File: config.mk
export PLATFORM = sky130hd
export DESIGN_NAME = reg_block_2r1w_flat
export DESIGN_NICKNAME = d
export VERILOG_FILES = /design/src/rtl/reg_block_2r1w_if.sv /design/src/rtl/reg_block_2r1w.sv /design/src/flat_wrapper.sv
export SDC_FILE = /design/constraint.sdc
export NUM_CORES = 1
export LEC_CHECK = 0
export ABC_AREA = 1
export CAP_MARGIN = 20
export CORE_ASPECT_RATIO = 2
export CORE_MARGIN = 10
export CORE_UTILIZATION = 55
export CTS_CLUSTER_DIAMETER = 40
export DETAILED_ROUTE_END_ITERATION = 7
export GPL_TIMING_DRIVEN = 0
export PLACE_DENSITY = 0.8
export SETUP_SLACK_MARGIN = 0.05
export SYNTH_ARGS = -nofsm -noshare
export SYNTH_HDL_FRONTEND = slang
export SYNTH_SLANG_ARGS = --single-unit
export TNS_END_PERCENT = 1
File: constraint.sdc
create_clock -name Clock -period 4.82 [get_ports Clock]
set_clock_uncertainty 0.05 [all_clocks]
set_input_delay 0.723 -clock Clock [delete_from_list [all_inputs] [get_ports Clock]]
set_output_delay 0.723 -clock Clock [all_outputs]
set_load 0.03 [all_outputs]
File: src/rtl/reg_block_2r1w_if.sv
// rtl/reg_block_2r1w_if.sv - write and dual-read signal bundle for the 2R1W register file
// Decode and writeback connect through the master modport; the register file connects through the slave modport.
interface reg_block_2r1w_if #(
    parameter int n         = 16,
    parameter int addr_size = 3
);
    logic                 We;
    logic [addr_size-1:0] Rw;
    logic [n-1:0]         WData;
    logic [addr_size-1:0] Rs1;
    logic [addr_size-1:0] Rs2;
    logic [n-1:0]         Rd1;
    logic [n-1:0]         Rd2;

    modport master (
        output We,
        output Rw,
        output WData,
        output Rs1,
        output Rs2,
        input  Rd1,
        input  Rd2
    );

    modport slave (
        input  We,
        input  Rw,
        input  WData,
        input  Rs1,
        input  Rs2,
        output Rd1,
        output Rd2
    );
endinterface

File: src/rtl/reg_block_2r1w.sv
// rtl/reg_block_2r1w.sv - general-purpose register file, two combinational reads, one clocked write
// Reset clears every register asynchronously; reads have no write bypass.
module reg_block_2r1w #(
    parameter int n         = 16,
    parameter int reg_count = 8,
    parameter int addr_size = 3
) (
    input  logic             Clock,
    input  logic             Reset,
    reg_block_2r1w_if.slave  bus
);
    // One extra bit so an address equal to reg_count compares correctly.
    localparam logic [addr_size:0] reg_lim = reg_count[addr_size:0];

    logic [n-1:0] regs [0:reg_count-1];

    logic wr_hit;
    logic rd1_hit;
    logic rd2_hit;

    assign wr_hit  = bus.We && ({1'b0, bus.Rw} < reg_lim);
    assign rd1_hit = {1'b0, bus.Rs1} < reg_lim;
    assign rd2_hit = {1'b0, bus.Rs2} < reg_lim;

    always_ff @(posedge Clock or posedge Reset) begin
        if (Reset) begin
            for (int i = 0; i < reg_count; i++) begin
                regs[i] <= '0;
            end
        end else if (wr_hit) begin
            regs[bus.Rw] <= bus.WData;
        end
    end

    assign bus.Rd1 = rd1_hit ? regs[bus.Rs1] : '0;
    assign bus.Rd2 = rd2_hit ? regs[bus.Rs2] : '0;
endmodule

File: src/flat_wrapper.sv
// flat-port wrapper written by rule: the top's interface ports become plain ports
module reg_block_2r1w_flat 
#(
    parameter int n         = 16,
    parameter int reg_count = 8,
    parameter int addr_size = 3
)
  (Clock, Reset, bus_We, bus_Rw, bus_WData, bus_Rs1, bus_Rs2, bus_Rd1, bus_Rd2);
  reg_block_2r1w_if #(.n(n), .addr_size(addr_size)) bus_i ();
  input  logic Clock;
  input  logic Reset;
  input wire logic [$bits(bus_i.We)-1:0] bus_We;
  input wire logic [$bits(bus_i.Rw)-1:0] bus_Rw;
  input wire logic [$bits(bus_i.WData)-1:0] bus_WData;
  input wire logic [$bits(bus_i.Rs1)-1:0] bus_Rs1;
  input wire logic [$bits(bus_i.Rs2)-1:0] bus_Rs2;
  output wire logic [$bits(bus_i.Rd1)-1:0] bus_Rd1;
  output wire logic [$bits(bus_i.Rd2)-1:0] bus_Rd2;
  assign bus_i.We = bus_We;
  assign bus_i.Rw = bus_Rw;
  assign bus_i.WData = bus_WData;
  assign bus_i.Rs1 = bus_Rs1;
  assign bus_i.Rs2 = bus_Rs2;
  assign bus_Rd1 = bus_i.Rd1;
  assign bus_Rd2 = bus_i.Rd2;
  reg_block_2r1w #(.n(n), .reg_count(reg_count), .addr_size(addr_size)) u_core (.Clock(Clock), .Reset(Reset), .bus(bus_i));
endmodule
* Yosys cells after proc, flatten, opt, wreduce, memory -nomap -nowiden
Cells that the tools add are included.
** Storage, ports and cells
- Register bits :: 128
- RAM bits :: 0
- Bits in read-only memories :: 0
- Logic and storage cells :: 25
- Output and inout port bits :: 32
- Memories :: 0
- Bits in latches :: 0
** Operators by class
- Bitwise operators :: 3
- Shift operators :: 0
- $add $sub $neg :: 0
- Muxes and demuxes :: 9
- Equality and inequality tests :: 0
- Order comparisons :: 4
- Divide/modulo/power cells :: 0
- $mul :: 0
- Reductions and logical operators :: 1
** Operator list (count)
- 128-bit bitwise mux :: 1
- 16-bit binary-select mux with 3-bit select :: 2
- 16-bit two-way mux :: 5
- 16-bit demux with 3-bit select :: 1
- 4-bit greater-or-equal comparator (second input constant) :: 3
- 3-bit inverter with 4-bit output :: 3
- 4-bit by 1-bit less-than comparator with 1-bit output (second input constant) :: 1
- 1-bit logical AND :: 1

* Depth between registers and ports, before layout
- Depth in word-level cells :: 6
- Gate-level depth with buffers :: 7
- Gate-level depth less buffers :: 6

* Worst setup path after synthesis
Ideal clock, no wire load.
- Path kind :: input -> output
- Start :: in bus_Rs1[2]
- End :: out bus_Rd1[10]
- Path slack :: 2.472 ns
- Arrival time :: 1.575 ns
- Data required time :: 4.047 ns
- Path buffers :: 2
- Stages on the path :: 5
- Cell sequence :: buf_2 inv_1 clkbuf_1 nand2_1 nand2_1
** On the way
- Word-level cells in the longest chain between the ends :: 4
** Ends and longest elaborated chain
- start, declared :: line flat_wrapper.sv:15 : input wire logic [$bits(bus_i.Rs1)-1:0] bus_Rs1;
- 3-bit inverter with 4-bit output (implied by the code) :: line reg_block_2r1w.sv:35 : assign bus.Rd1 = rd1_hit ? regs[bus.Rs1] : '0;
- 16-bit binary-select mux with 3-bit select :: line reg_block_2r1w.sv:35
- 16-bit two-way mux (implied by the code) (2 in a row) :: line reg_block_2r1w.sv:35
- end, declared :: line flat_wrapper.sv:17 : output wire logic [$bits(bus_i.Rd1)-1:0] bus_Rd1;
Every way passes these cells. The select of a mux whose other input is x is not followed.

* Worst setup path after layout
- Start :: in bus_Rs2[0]
- End :: out bus_Rd2[3]
** On the way
- Word-level cells in the longest chain between the ends :: 4
** Ends and longest elaborated chain
- start, declared :: line flat_wrapper.sv:16 : input wire logic [$bits(bus_i.Rs2)-1:0] bus_Rs2;
- 3-bit inverter with 4-bit output (implied by the code) :: line reg_block_2r1w.sv:36 : assign bus.Rd2 = rd2_hit ? regs[bus.Rs2] : '0;
- 16-bit binary-select mux with 3-bit select :: line reg_block_2r1w.sv:36
- 16-bit two-way mux (implied by the code) (2 in a row) :: line reg_block_2r1w.sv:36
- end, declared :: line flat_wrapper.sv:18 : output wire logic [$bits(bus_i.Rd2)-1:0] bus_Rd2;
Every way passes these cells. The select of a mux whose other input is x is not followed.

==> metrics.md <==
| Metric | Value |
|---|---|
| Status | finished, final reports clean |
| Reg2Reg Setup Slack | 3.99 ns |
| Non-filler instance count after layout | 1409 |
| Vias in the first global route | 8157 |
| Syn. warnings | 0 |
| Clk sink count | 128 |
| Slowest stage delay, CP | 0.61 ns |
| IO buf count | 55 |
| RSZ-0062 raised after global routing | false |
| Area Overhead vs Synth | 18.33% |
| Global-route wire length before repair | 46.68 mm |
| Initial antenna violation count | 0 |
| Post-CTS Resized | 0 |
| Worst Path Buf+Inv | 4 |
| Crit-path cells | clkdlybuf4s50_1 > inv_2 > clkbuf_1 > nand2_1 > nand3_1 > nand2_1 > nand2_1 > nand2_1 > clkdlybuf4s50_1 |
| Crit path from | bus_Rs2[0] |
| Worst setup margin | 0.9728 ns |
| Final Wtd Congestion | 1.096 |
| TritonCTS clock tree | done |
| Fin crit share | 0.7982 |
| Placed insts | 1377 |
| Die area | 18980 µm² |
| Clk root buf | clkbuf_16 |
| Reg-to-reg endpoint | u_core.regs[9] |
| Top flop regs | u_core.regs: 128 flops |
| Placed cell areas | 8272 µm² |
| Share of total power in combinational logic | 0.278 |
| Worst slew pin tran | 0.6632 ns |
| ANT cells | 0 |
| CTS Buf Count | 17 |
| Maxcap violations | 0 |
| Net Count, Synth | 1194 |
| Worst setup endpoint | bus_Rd2[3] |
| Setup TNS Final | 0 ns |
| Synthesized area | 7495 µm² |
| Library cells used by synthesis | 14 |
| Critical Path Slowest Stage Cell | clkdlybuf4s50_1 |
| CTS max path bufs | 2 |
| Routed via count | 8165 |
| CP startpoint kind | primary input |
| Starting Density | 0.5577 |
| Post-DP HPWL | 22.88 mm |
| Register bit total from synthesis | 128 |
| Max FFs per register | 128 |
| Crit-path most repeated cell | nand2_1 |
| Fin util | 0.6600 |
| Biggest register | u_core.regs |
| Fraction of layout cells with a size suffix above 1 | 0.06699 |
| DR pass1 iterations | 6 |
| Final max-slew violation count | 0 |
| DIE HEIGHT | 185.1 µm |
| Post-CTS Repair Setup Buffers | 0 |
| DRC | 0 |
| Largest net degree at the start of global routing | 94 |
| WL/cell | 22.01 µm |
| Drt total wl | 31.02 mm |
| IO Pins | 60 |
| CP top delay family | buffers and inverters |
| Mean Syn Cell Area | 6.428 µm² |
| Place WS | 1.122 ns |
| Clk Latency, worst-skew pair | 0.42 ns |
| Pwr dens | 423.6 nW/µm² |
| CP Capture Type | primary output |
| Rows | 60 |
| WP depth | 9 |
| Internal | 2.426 mW |
| Net Sw Frac | 0.3543 |
| WP data arrival | 3.07 ns |
| Min Clock Period, post-route | 3.847 ns |
| FMAX | 259.9 MHz |
| Leak | 4.917 nW |
| Cells after Synth | 1166 |
| Worst r2r src | u_core.regs[9] |
| # nets final | 1269 |
| Design Area, Final | 8869 µm² |
| GRT Resource Usage Total | 0.3403 |
| Detailed-route vias per instance | 5.795 |
| Path depth of the worst reg2reg path | 2 |
| Die width | 102.5 µm |
| Worst vdd ir | 0.3862 mV |
| Crit path max fanout | 10 |
| Slew HR | 0.5579 |
| Clock power frac | 0.354 |
| Crit path required time | 4.05 ns |
| Seq/Total Area, Yosys | 0.4274 |
| Fin. Hold Viols | 0 |
| Sw Pwr | 1.331 mW |
| Setup violators final | 0 |
| H-tree depth | 4 |
| Core ar. | 13440 µm² |
| # hold bufs at CTS | 0 |
| Sequential share of power | 0.368 |
| Worst hold path class | flop to flop |
| DRT antenna net count | 0 |
| Clk slew on worst S/H paths | 0.06 ns |
| Initial DRC Count | 672 |
| Crit path kind | primary input to primary output |
| Congestion Overflow GR | 0 |
## logic make-up (layout without fill, tap and decap cells)
logic type      count (synthesis)  after routing  share of synthesized area
compound gates                128            128                    0.08548
buf+inv                       225            313                     0.1205
flops                         128            128                     0.4274
simple gates                  685            685                     0.3666
## final cells by class
cell class | count | area, µm²
multi-input cells | 813 | 3388
clock buffers | 20 | 436.7
flip-flops and latches | 128 | 3203
well taps | 155 | 193.9
clock inverters | 12 | 160.2
plain buffers | 70 | 321.6
fillers | 1261 | 4569
repair buffers | 56 | 578.1
inverters | 155 | 586.8
## through the flow
| step | total power, mW | hold WS, ns |
|---|---|---|
| after floorplan | 2.024 | 0.4030 |
| after global placement | 2.381 | 0.4163 |
| after detailed placement | 2.410 | 0.4226 |
| after CTS | 3.731 | 0.4367 |
| after global routing | 3.938 | 0.4577 |
| final | 3.757 | 0.4320 |
## routing by layer
layer	up-vias	track usage	part of all wire	wire length [µm]
met5	-	0	0	0
li1	3713	-	-	-
met3	167	0.06458	0.079	2454
met1	3808	0.3501	0.33	10120
met2	477	0.5649	0.49	15230
met4	0	0.3042	0.10	3214
## Yosys cell counts, drive strengths merged
cell / count / area share
buf: 46 / 0.030
clkbuf: 24 / 0.013
dfrtp: 128 / 0.43
inv: 155 / 0.078
nand2: 551 / 0.28
nand3: 129 / 0.086
nor2: 4 / 0.0023
nor3: 1 / 0.0022
o21ai: 128 / 0.085
## power by group through the flow
stage	logic, mW	clock network [mW]	registers [mW]
6_report	1.04	1.33	1.38
5_1_grt	1.15	1.38	1.40
4_1_cts	1.02	1.33	1.38
3_5_place_dp	1.01	0	1.40
3_3_place_gp	0.994	0	1.39
2_1_floorplan	0.655	0	1.37
## worst min path at each step
stage	start	endpoint	slack (ns)	cells after the start
after global routing	u_core.regs[108]	u_core.regs[108]	0.46	2
final	u_core.regs[73]	u_core.regs[73]	0.43	2
after global placement	u_core.regs[16]	u_core.regs[16]	0.42	2
after floorplan	u_core.regs[100]	u_core.regs[100]	0.40	2
after CTS	u_core.regs[36]	u_core.regs[36]	0.44	2
after detailed placement	u_core.regs[39]	u_core.regs[39]	0.42	2
## worst register-to-register path, cell delays in order (launching register included)
cell and delay, ns:
dfrtp_1 0.37, inv_1 0.14, o21ai_0 0.13
## placed cells by master (no fill, tap or decap)
master and instances:
buf_1 2, buf_16 1, buf_2 44, bufinv_16 3
clkbuf_1 24, clkbuf_16 17, clkbuf_2 3, clkdlybuf4s50_1 55
clkinv_2 1, clkinv_4 3, clkinvlp_4 4, dfrtp_1 128
inv_1 150, inv_2 4, inv_6 2, nand2_1 551
nand3_1 129, nor2_1 3, nor2_2 1, nor3_4 1
o21ai_0 118, o21ai_1 10
Note: power is estimated with default switching activity, not from simulation.
